<file path="config.mk">
export PLATFORM = sky130hd
export DESIGN_NAME = reg_cmd_ctrl
export DESIGN_NICKNAME = d
export VERILOG_FILES = /design/src/rtl/reg_cmd_pkg.sv /design/src/rtl/reg_cmd_timer.sv /design/src/rtl/reg_cmd_ctrl.sv
export SDC_FILE = /design/constraint.sdc
export NUM_CORES = 1
export LEC_CHECK = 0
export ABC_AREA = 1
export ABC_CLOCK_PERIOD_IN_PS = 3410
export BUFFER_PORTS_ARGS = -buffer_cell sky130_fd_sc_hd__clkbuf_2
export CELL_PAD_IN_SITES_DETAIL_PLACEMENT = 0
export CELL_PAD_IN_SITES_GLOBAL_PLACEMENT = 1
export CORE_MARGIN = 8
export CORE_UTILIZATION = 25
export DETAILED_ROUTE_END_ITERATION = 8
export PLACE_DENSITY = 0.65
export SYNTH_ARGS = -nofsm -noshare
export SYNTH_HDL_FRONTEND = slang
export SYNTH_SLANG_ARGS = --single-unit
</file>
<file path="constraint.sdc">
create_clock -name CLK -period 3.41 [get_ports CLK]
set_input_delay 0.1705 -clock CLK [delete_from_list [all_inputs] [get_ports CLK]]
set_output_delay 0.1705 -clock CLK [all_outputs]
set_load 0.02 [all_outputs]
</file>
<file path="src/rtl/reg_cmd_pkg.sv">
// -----------------------------------------------------------------------------
// reg_cmd_pkg
// Shared definitions for the register-file command front-end:
//   - command opcodes carried in the first byte of a frame
//   - FSM state encodings (plain localparams so they can be dumped or compared
//     against legacy tooling that expects fixed numeric codes)
//   - a helper that tells whether a state lies inside an incoming frame
// -----------------------------------------------------------------------------
package reg_cmd_pkg;

    localparam logic [7:0] CMD_WR = 8'hAA;
    localparam logic [7:0] CMD_RD = 8'hBB;

    typedef logic [2:0] state_t;

    localparam state_t ST_IDLE    = 3'd0;
    localparam state_t ST_WR_ADDR = 3'd1;
    localparam state_t ST_WR_DATA = 3'd2;
    localparam state_t ST_RD_ADDR = 3'd3;
    localparam state_t ST_RD_WAIT = 3'd4;
    localparam state_t ST_TX_SEND = 3'd5;

    // True while the FSM is waiting for the next byte of a partly received frame;
    // the inter-byte timeout only runs in these states.
    function automatic logic in_frame(input state_t st);
        return (st == ST_WR_ADDR) || (st == ST_WR_DATA) || (st == ST_RD_ADDR);
    endfunction

endpackage

</file>
<file path="src/rtl/reg_cmd_timer.sv">
// -----------------------------------------------------------------------------
// reg_cmd_timer
// Saturating cycle counter with synchronous clear and a terminal-count flag.
// tc is high during the LIMIT-th enabled cycle after a clear, so a caller that
// acts on tc leaves its state after exactly LIMIT cycles. The count never wraps.
// Ports:
//   clk  in  system clock
//   rst  in  synchronous active-high reset
//   clr  in  clear counter to zero (priority over en)
//   en   in  count this cycle
//   tc   out terminal count reached (count == LIMIT-1)
// -----------------------------------------------------------------------------
module reg_cmd_timer #(
    parameter int LIMIT = 16
) (
    input  logic clk,
    input  logic rst,
    input  logic clr,
    input  logic en,
    output logic tc
);

    localparam int CNT_W = (LIMIT > 2) ? $clog2(LIMIT) : 1;
    localparam logic [CNT_W-1:0] TC_VAL = CNT_W'(LIMIT - 1);

    logic [CNT_W-1:0] cnt_q;
    logic [CNT_W-1:0] cnt_d;

    always_comb begin
        cnt_d = cnt_q;
        if (clr) begin
            cnt_d = '0;
        end else if (en && (cnt_q != TC_VAL)) begin
            cnt_d = cnt_q + 1'b1;
        end
    end

    always_ff @(posedge clk) begin
        if (rst) begin
            cnt_q <= '0;
        end else begin
            cnt_q <= cnt_d;
        end
    end

    assign tc = (cnt_q == TC_VAL);

endmodule

</file>
<file path="src/rtl/reg_cmd_ctrl.sv">
// -----------------------------------------------------------------------------
// reg_cmd_ctrl
// Command front-end for the 8x16 register file. Decodes byte frames from the
// UART RX path into one-cycle WrEn/RdEn strobes and returns read data on the
// UART TX path. One frame in flight at a time.
//   write frame: 0xAA, addr, data
//   read  frame: 0xBB, addr        -> one response byte on TX
// All outputs are registered: a byte accepted in cycle N drives its strobe in
// cycle N+1.
// Ports:
//   CLK, RST      clock, synchronous active-high reset
//   RX_P_DATA     received byte, valid with RX_D_VLD
//   RX_D_VLD      one-cycle strobe per received byte
//   WrEn, RdEn    register file write / read strobes (one cycle)
//   Address       register file address, held from addr byte to end of frame
//   WrData        write data, valid with WrEn
//   RdData        read data, valid with RdData_Valid
//   RdData_Valid  read-data strobe from register file
//   TX_P_DATA     response byte, held while TX_D_VLD=1
//   TX_D_VLD      response valid, held until TX_Busy=0
//   TX_Busy       UART TX busy
//   CMD_ERR       one-cycle pulse on any protocol error or abort
// -----------------------------------------------------------------------------
module reg_cmd_ctrl
    import reg_cmd_pkg::*;
#(
    parameter int WIDTH         = 8,
    parameter int ADDRESS_WIDTH = 4,
    parameter int RD_TIMEOUT    = 16,
    parameter int FRAME_TIMEOUT = 4096
) (
    input  logic                     CLK,
    input  logic                     RST,
    input  logic [WIDTH-1:0]         RX_P_DATA,
    input  logic                     RX_D_VLD,
    output logic                     WrEn,
    output logic                     RdEn,
    output logic [ADDRESS_WIDTH-1:0] Address,
    output logic [WIDTH-1:0]         WrData,
    input  logic [WIDTH-1:0]         RdData,
    input  logic                     RdData_Valid,
    output logic [WIDTH-1:0]         TX_P_DATA,
    output logic                     TX_D_VLD,
    input  logic                     TX_Busy,
    output logic                     CMD_ERR
);

    localparam logic [WIDTH-1:0] OP_WR = WIDTH'(CMD_WR);
    localparam logic [WIDTH-1:0] OP_RD = WIDTH'(CMD_RD);

    state_t                   state_q,   state_d;
    logic [ADDRESS_WIDTH-1:0] addr_q,    addr_d;
    logic [WIDTH-1:0]         wr_data_q, wr_data_d;
    logic                     wr_en_q,   wr_en_d;
    logic                     rd_en_q,   rd_en_d;
    logic [WIDTH-1:0]         tx_data_q, tx_data_d;
    logic                     tx_vld_q,  tx_vld_d;
    logic                     cmd_err_q, cmd_err_d;

    logic frame_clr;
    logic frame_tc;
    logic rd_clr;
    logic rd_tc;
    logic addr_ok;

    // Inter-byte timeout: runs only while a frame is half received and restarts
    // on every byte, so it measures silence rather than total frame length.
    assign frame_clr = !in_frame(state_q) || RX_D_VLD;

    reg_cmd_timer #(
        .LIMIT (FRAME_TIMEOUT)
    ) u_frame_timer (
        .clk (CLK),
        .rst (RST),
        .clr (frame_clr),
        .en  (1'b1),
        .tc  (frame_tc)
    );

    // Read-response timeout: starts from zero on entry to RD_WAIT.
    assign rd_clr = (state_q != ST_RD_WAIT);

    reg_cmd_timer #(
        .LIMIT (RD_TIMEOUT)
    ) u_rd_timer (
        .clk (CLK),
        .rst (RST),
        .clr (rd_clr),
        .en  (1'b1),
        .tc  (rd_tc)
    );

    // Address bytes must fit the register file; any high bit set is an error.
    assign addr_ok = (RX_P_DATA[WIDTH-1:ADDRESS_WIDTH] == '0);

    always_comb begin
        state_d   = state_q;
        addr_d    = addr_q;
        wr_data_d = wr_data_q;
        tx_data_d = tx_data_q;
        tx_vld_d  = tx_vld_q;
        wr_en_d   = 1'b0;
        rd_en_d   = 1'b0;
        cmd_err_d = 1'b0;

        case (state_q)
            ST_IDLE: begin
                if (RX_D_VLD) begin
                    if (RX_P_DATA == OP_WR) begin
                        state_d = ST_WR_ADDR;
                    end else if (RX_P_DATA == OP_RD) begin
                        state_d = ST_RD_ADDR;
                    end else begin
                        cmd_err_d = 1'b1;
                    end
                end
            end

            ST_WR_ADDR: begin
                if (RX_D_VLD) begin
                    addr_d = RX_P_DATA[ADDRESS_WIDTH-1:0];
                    if (addr_ok) begin
                        state_d = ST_WR_DATA;
                    end else begin
                        cmd_err_d = 1'b1;
                        state_d   = ST_IDLE;
                    end
                end else if (frame_tc) begin
                    cmd_err_d = 1'b1;
                    state_d   = ST_IDLE;
                end
            end

            ST_WR_DATA: begin
                if (RX_D_VLD) begin
                    wr_data_d = RX_P_DATA;
                    wr_en_d   = 1'b1;
                    state_d   = ST_IDLE;
                end else if (frame_tc) begin
                    cmd_err_d = 1'b1;
                    state_d   = ST_IDLE;
                end
            end

            ST_RD_ADDR: begin
                if (RX_D_VLD) begin
                    addr_d = RX_P_DATA[ADDRESS_WIDTH-1:0];
                    if (addr_ok) begin
                        rd_en_d = 1'b1;
                        state_d = ST_RD_WAIT;
                    end else begin
                        cmd_err_d = 1'b1;
                        state_d   = ST_IDLE;
                    end
                end else if (frame_tc) begin
                    cmd_err_d = 1'b1;
                    state_d   = ST_IDLE;
                end
            end

            ST_RD_WAIT: begin
                // A byte here would start a second frame; it is dropped.
                if (RX_D_VLD) begin
                    cmd_err_d = 1'b1;
                end
                if (RdData_Valid) begin
                    tx_data_d = RdData;
                    tx_vld_d  = 1'b1;
                    state_d   = ST_TX_SEND;
                end else if (rd_tc) begin
                    cmd_err_d = 1'b1;
                    state_d   = ST_IDLE;
                end
            end

            ST_TX_SEND: begin
                if (RX_D_VLD) begin
                    cmd_err_d = 1'b1;
                end
                // TX_D_VLD is high in this state, so Busy low means accepted.
                if (!TX_Busy) begin
                    tx_vld_d = 1'b0;
                    state_d  = ST_IDLE;
                end
            end

            default: begin
                tx_vld_d = 1'b0;
                state_d  = ST_IDLE;
            end
        endcase
    end

    always_ff @(posedge CLK) begin
        if (RST) begin
            state_q   <= ST_IDLE;
            addr_q    <= '0;
            wr_data_q <= '0;
            wr_en_q   <= 1'b0;
            rd_en_q   <= 1'b0;
            tx_data_q <= '0;
            tx_vld_q  <= 1'b0;
            cmd_err_q <= 1'b0;
        end else begin
            state_q   <= state_d;
            addr_q    <= addr_d;
            wr_data_q <= wr_data_d;
            wr_en_q   <= wr_en_d;
            rd_en_q   <= rd_en_d;
            tx_data_q <= tx_data_d;
            tx_vld_q  <= tx_vld_d;
            cmd_err_q <= cmd_err_d;
        end
    end

    assign WrEn      = wr_en_q;
    assign RdEn      = rd_en_q;
    assign Address   = addr_q;
    assign WrData    = wr_data_q;
    assign TX_P_DATA = tx_data_q;
    assign TX_D_VLD  = tx_vld_q;
    assign CMD_ERR   = cmd_err_q;

endmodule

</file>
# After elaboration in Yosys (flattened, before gate mapping)
# Index checks and enable logic that the tools add are counted.
word_totals:
  reg_bits: 43
  latchBits: 0
  mem_bits_rw: 0
  romBits: 0
  out_inout_bits: 24
  wordCells: 78
  memories: 0
op_classes:
  addsub: 2
  n_mul: 0
  n_div: 0
  order_cmp: 0
  n_eq_ne: 17
  n_shift: 0
  muxes: 28
  bitwise: 4
  n_reduce_logical: 17
op_table:
  columns: ["cell", "n"]
  rows:
  - ["2-to-1 mux 3 bit", 11]
  - ["case mux 3 bit (6 select lines)", 1]
  - ["equality test 8 bit, second input constant", 2]
  - ["2-to-1 mux 1 bit", 13]
  - ["adder 12 x 1 -> 12 bit, second input constant", 1]
  - ["equality test 12 bit, second input constant", 1]
  - ["inequality test 12 bit, second input constant", 1]
  - ["inequality test 3 bit, second input constant", 3]
  - ["OR reduction 2 bit", 4]
  - ["equality test 3 x 2 -> 1 bit, second input constant", 2]
  - ["equality test 3 bit, second input constant", 2]
  - ["inequality test 2 bit, second input constant", 3]
  - ["AND reduction 2 bit", 3]
  - ["case mux 1 bit (5 select lines)", 1]
  - ["adder 4 x 1 -> 4 bit, second input constant", 1]
  - ["equality test 4 bit, second input constant", 1]
  - ["zero test 4 bit", 1]
  - ["inequality test 4 bit, second input constant", 1]
  - ["inverter 1 bit", 4]
  - ["AND reduction 4 bit", 1]
  - ["OR reduction 4 bit", 1]
  - ["equality test 3 x 1 -> 1 bit, second input constant", 1]
  - ["zero test 3 bit", 1]
  - ["logical OR 1 bit", 3]
  - ["5 further kinds", 5]

# Longest topological paths before layout
depth:
  word_depth: 6
  mapped_depth: 9

# Modules after synthesis
# Synthesis repeated with hierarchy kept, for this count alone.
hier_totals:
  cells_unflattened: 302
  hier_area_um2: 2194.6
modules_own_cells:
  columns: ["module", "n_inst", "cells_per_inst", "area_each_um2", "seq_area_each_um2"]
  rows:
  - ["reg_cmd_ctrl", 1, 168, 1286.2, 540.5]
  - ["reg_cmd_timer (u_frame_timer)", 1, 105, 708.2, 240.2]
  - ["reg_cmd_timer (u_rd_timer)", 1, 29, 200.2, 80.1]

# Least setup slack after synthesis
# No wires, ideal clock.
synth_timing:
  path_kind: "register -> register"
  start: "register u_frame_timer.cnt_q[0]"
  end: "register u_frame_timer.cnt_q[7]"
  setup_time_ps: 110
  arrival_ps: 1235
  required_time_ps: 3300
  path_slack_ps: 2065
  path_stages_with_launch: 9
  path_buffers: 1
  period_less_slack_ps: 1345
  path_cell_list: "dfxtp_1 > ha_1 > nand2_1 > nor2_2 > nand3_2 > buf_6 > a31o_1 > nand3_1 > inv_1"
synth_via:
  elab_chain_len: 1
  word_cells_on_any_way: 2
  cone_classes: "1 x add/sub; 1 x eq/ne"
synth_lines:
  columns: ["item", "line", "source"]
  rows:
  - ["start, declared", "reg_cmd_timer.sv:26", "logic [CNT_W-1:0] cnt_q;"]
  - ["start signal, assigned", "reg_cmd_timer.sv:42", "cnt_q <= cnt_d;"]
  - ["adder 12 x 1 -> 12 bit / inequality test 12 bit (equally long branches)", "reg_cmd_timer.sv:34, reg_cmd_timer.sv:33", null]
# Parallel ways exist; a longest one is shown, timed or not.
# A chain may end at the register's enable or synchronous reset.

# Worst setup path in the final report
layout_timing:
  start: "register u_frame_timer.cnt_q[0]"
  end: "register cmd_err_q, in the netlist CMD_ERR"
layout_via:
  elab_chain_len: 4
  word_cells_on_any_way: 5
  cone_classes: "1 x eq/ne; 4 x mux"
layout_lines:
  columns: ["item", "line", "source"]
  rows:
  - ["equality test 12 bit *", "reg_cmd_timer.sv:46", "assign tc = (cnt_q == TC_VAL);"]
  - ["2-to-1 mux 1 bit *", "reg_cmd_ctrl.sv:128, reg_cmd_ctrl.sv:139, reg_cmd_ctrl.sv:155", null]
  - ["2-to-1 mux 1 bit (on tied branches)", "reg_cmd_ctrl.sv:120, reg_cmd_ctrl.sv:135", null]
  - ["case mux 1 bit (5 select lines) *", "reg_cmd_ctrl.sv:106", "case (state_q)"]
  - ["end signal, assigned", "reg_cmd_ctrl.sv:212", "cmd_err_q <= cmd_err_d;"]
  - ["end, declared", "reg_cmd_ctrl.sv:58", "logic cmd_err_q, cmd_err_d;"]
# Mark *: on every way between the ends. The rest lies on a longest branch, timed or not.

==> metrics <==
Rows=33; CP max FO=13; Post-DP HPWL=3785 microns; RSZ-0062 raised after global routing=false; CTS resizes=0; number of global-route vias before repair=1862; RR Endpoint=CMD_ERR; WL final=around 4900 microns; yosys synthesis warning count=0; cts bufs inserted=5; drt first-iter violations=69; count of maximum capacitance violations=0; library cells used by synthesis=36; Critical Path Source=u_frame_timer.cnt_q[0]; die height=106.2 microns; Starting Density=approximately 25%; Post-Syn Area per Cell=about 7.5 sq um; total power=0.8571 mW; Placer Congestion=about 0.76; fmax=617.8 MHz; Total Routing Usage GR=a little under a tenth; worst slack, placed=roughly 1800 ps; max-slew violations=0; via count=1818; Net Sw Frac=between 20% and 30%; CTS H-Tree Depth=2; total grt overflow=0; PortBufs=between 40 and 50; Global Route met3 Usage=2.964%; cell count after synthesis=between 200 and 300; setup_tns=0 ps; Clock power frac=36.7%; setup ws final=1791 ps; sequential share of power=58.7%; outcome=complete, no violations; CP endpoint=CMD_ERR; leakage=1.082 nW; drt drc=0; Worst EP arrival=1860 ps; Syn-to-layout area delta=18.72%; GR Layer Usage met1=a little over a tenth; CTS tree=yes; fraction of layout cells with a size suffix above 1=24.37%; initial antenna violation count=0; Layout Skew=approximately 4.7 ps; pwr dens=355.3 nW/um^2; fin nets=338; mapped cell area=2032 sq um; post-route ant nets=0; type of the worst min-delay path=input port to register; full die area=11270 sq um; CTS sink cnt=43; Peak VDD IR=0.1462 mV; worst endpoint required time=3650 ps; core area=8051 sq um; drt wl/cell=11.60 microns; Period minus WS final=1619 ps; Fin. Hold Viols=0; Sw Pwr=0.1963 mW; DR pass1 iterations=4; number of diodes=0; Clock Tree Root=clkbuf_8; final core occ=29.96%; Setup crit start kind=register; busiest layer in global routing=met2; Longest Clk Path Bufs=2; r2r setup slk=roughly 1800 ps; met2 Usage GRT=15.91%; Critical Path Sink Type=register; internal power=~0.66 mW; clock slew seen by the registers of the worst setup and hold paths=80 ps; syn nets=294; Comb pwr share=4.6%; DR vias/cell=4.318; largest net degree at the start of global routing=19; clock latency on the worst-skew pair=290 ps; worst rel slew slack=between 60% and 70%; worst reg2reg path depth=9; postcts setup bufs=0; Setup Viol. Count Final=0; die width=106.2 microns; crit path kind=register to register; post-synthesis register bit count=43; I/O pins=45; Seq/Total Area, Yosys=42.36%; cts hold-fix bufs=0; Worst Tran Pin Value=between 500 and 600 ps; first-pass GRT wire length=8487 microns; worst r2r src=u_frame_timer.cnt_q[0]; period utilization=47.47%
-- worst max-delay path, stage by stage (launching register included) --
cell,delay [ps]
dfxtp_1,370
ha_1,200
nand2_1,90
nor2_2,150
nand3_2,260
o21ai_0,250
nand2_1,70
nand3_1,70
nand2_1,50
inv_1,70
-- logic make-up (layout without fill, tap and decap cells) --
group,after synthesis,after routing,share of synthesized area [%]
adder cells (fa/ha/maj),2,2,1.231
XOR/XNOR,4,4,1.724
flip-flops,43,43,42.36
AO/OA/AOI/OAI,52,52,14.10
AND/OR/NAND/NOR,131,131,32.08
buffers and inverters,39,84,8.497
-- power by group through the flow --
stage          clock network [mW]  logic, mW  registers [mW]
2_1_floorplan                   0     0.0199           0.517
3_3_place_gp                    0     0.0399           0.516
3_5_place_dp                    0     0.0398           0.516
4_1_cts                     0.333     0.0400           0.504
5_1_grt                     0.356     0.0446           0.504
6_report                    0.314     0.0392           0.504
-- layout make-up --
type,count,area (sq um)
clock inverter,1,5.005
tap,105,131.4
fill,913,5639
multi-input combinational,189,998.5
inverter,32,120.1
timing repair buffer,44,220.2
clock buffer,7,76.32
sequential,43,860.8
-- cells in the mapped netlist, drive strengths merged --
cell     n  area, sq um
nand3   18        100.1
a31o     1        8.760
ha       2        25.02
a22oi    1        7.510
nand2   48        192.7
nor3     7        45.04
inv     32        120.1
a311oi   1        8.760
xnor2    2        17.52
a31oi    1        6.260
nand3b   1        7.510
and3     1        6.260
nand4    4        25.02
clkbuf   2        7.510
dfxtp   43        860.8
nor3b    1        7.510
a21oi   17        92.59
nor2    49        255.2
or2      2        12.52
xor2     2        17.52
o21ai   31        162.7
buf      5        45.04
-- layout by cell type, fill, tap and decap left out, types with 4 or more instances in the layout --
cell type / netlist / final
nand2_1: 45 / 45
clkbuf_2: 0 / 44
dfxtp_1: 43 / 43
nor2_1: 38 / 38
inv_1: 28 / 28
o21ai_0: 25 / 25
nand3_1: 16 / 16
a21oi_1: 15 / 15
nor2_4: 6 / 6
nor3_1: 5 / 5
clkbuf_8: 0 / 5
nor2_2: 4 / 4
inv_2: 4 / 4
o21ai_1: 4 / 4
nand4_1: 4 / 4
-- layer usage --
metal | vias to the layer above | share of wire (%)
met5 | - | 0
met4 | 0 | 0.66
met3 | 4 | 4.6
met2 | 31 | 48
met1 | 815 | 46
li1 | 968 | -
-- state kept, by name, summed over array words and instances, names as in the netlist --
name and cells:
Address 4, u_rd_timer.cnt_q 4, WrData 8, TX_P_DATA 8
state_q 3, u_frame_timer.cnt_q 12, CMD_ERR 1, TX_D_VLD 1
WrEn 1, RdEn 1
-- worst min path at each step --
stage | startpoint | to | slack [ps] | depth (start not counted)
after global placement | RdData[3] | TX_P_DATA[3] | 390 | 3
after CTS | RdData[6] | TX_P_DATA[6] | 90 | 3
after global routing | RdData[7] | TX_P_DATA[7] | 100 | 3
final | RdData[6] | TX_P_DATA[6] | 90 | 3
after floorplan | RST | u_rd_timer.cnt_q[2] | 250 | 1
after detailed placement | RdData[3] | TX_P_DATA[3] | 400 | 3
-- through the flow --
stage	hold WS [ps]	area, sq um	std cells
final	94.59	2412	421
after global routing	103.6	2412	421
after CTS	86.73	2412	421
after detailed placement	404.0	2331	413
after global placement	394.1	2331	413
after floorplan	248.5	2032	271
No activity file was read; power rests on OpenSTA's default activity.
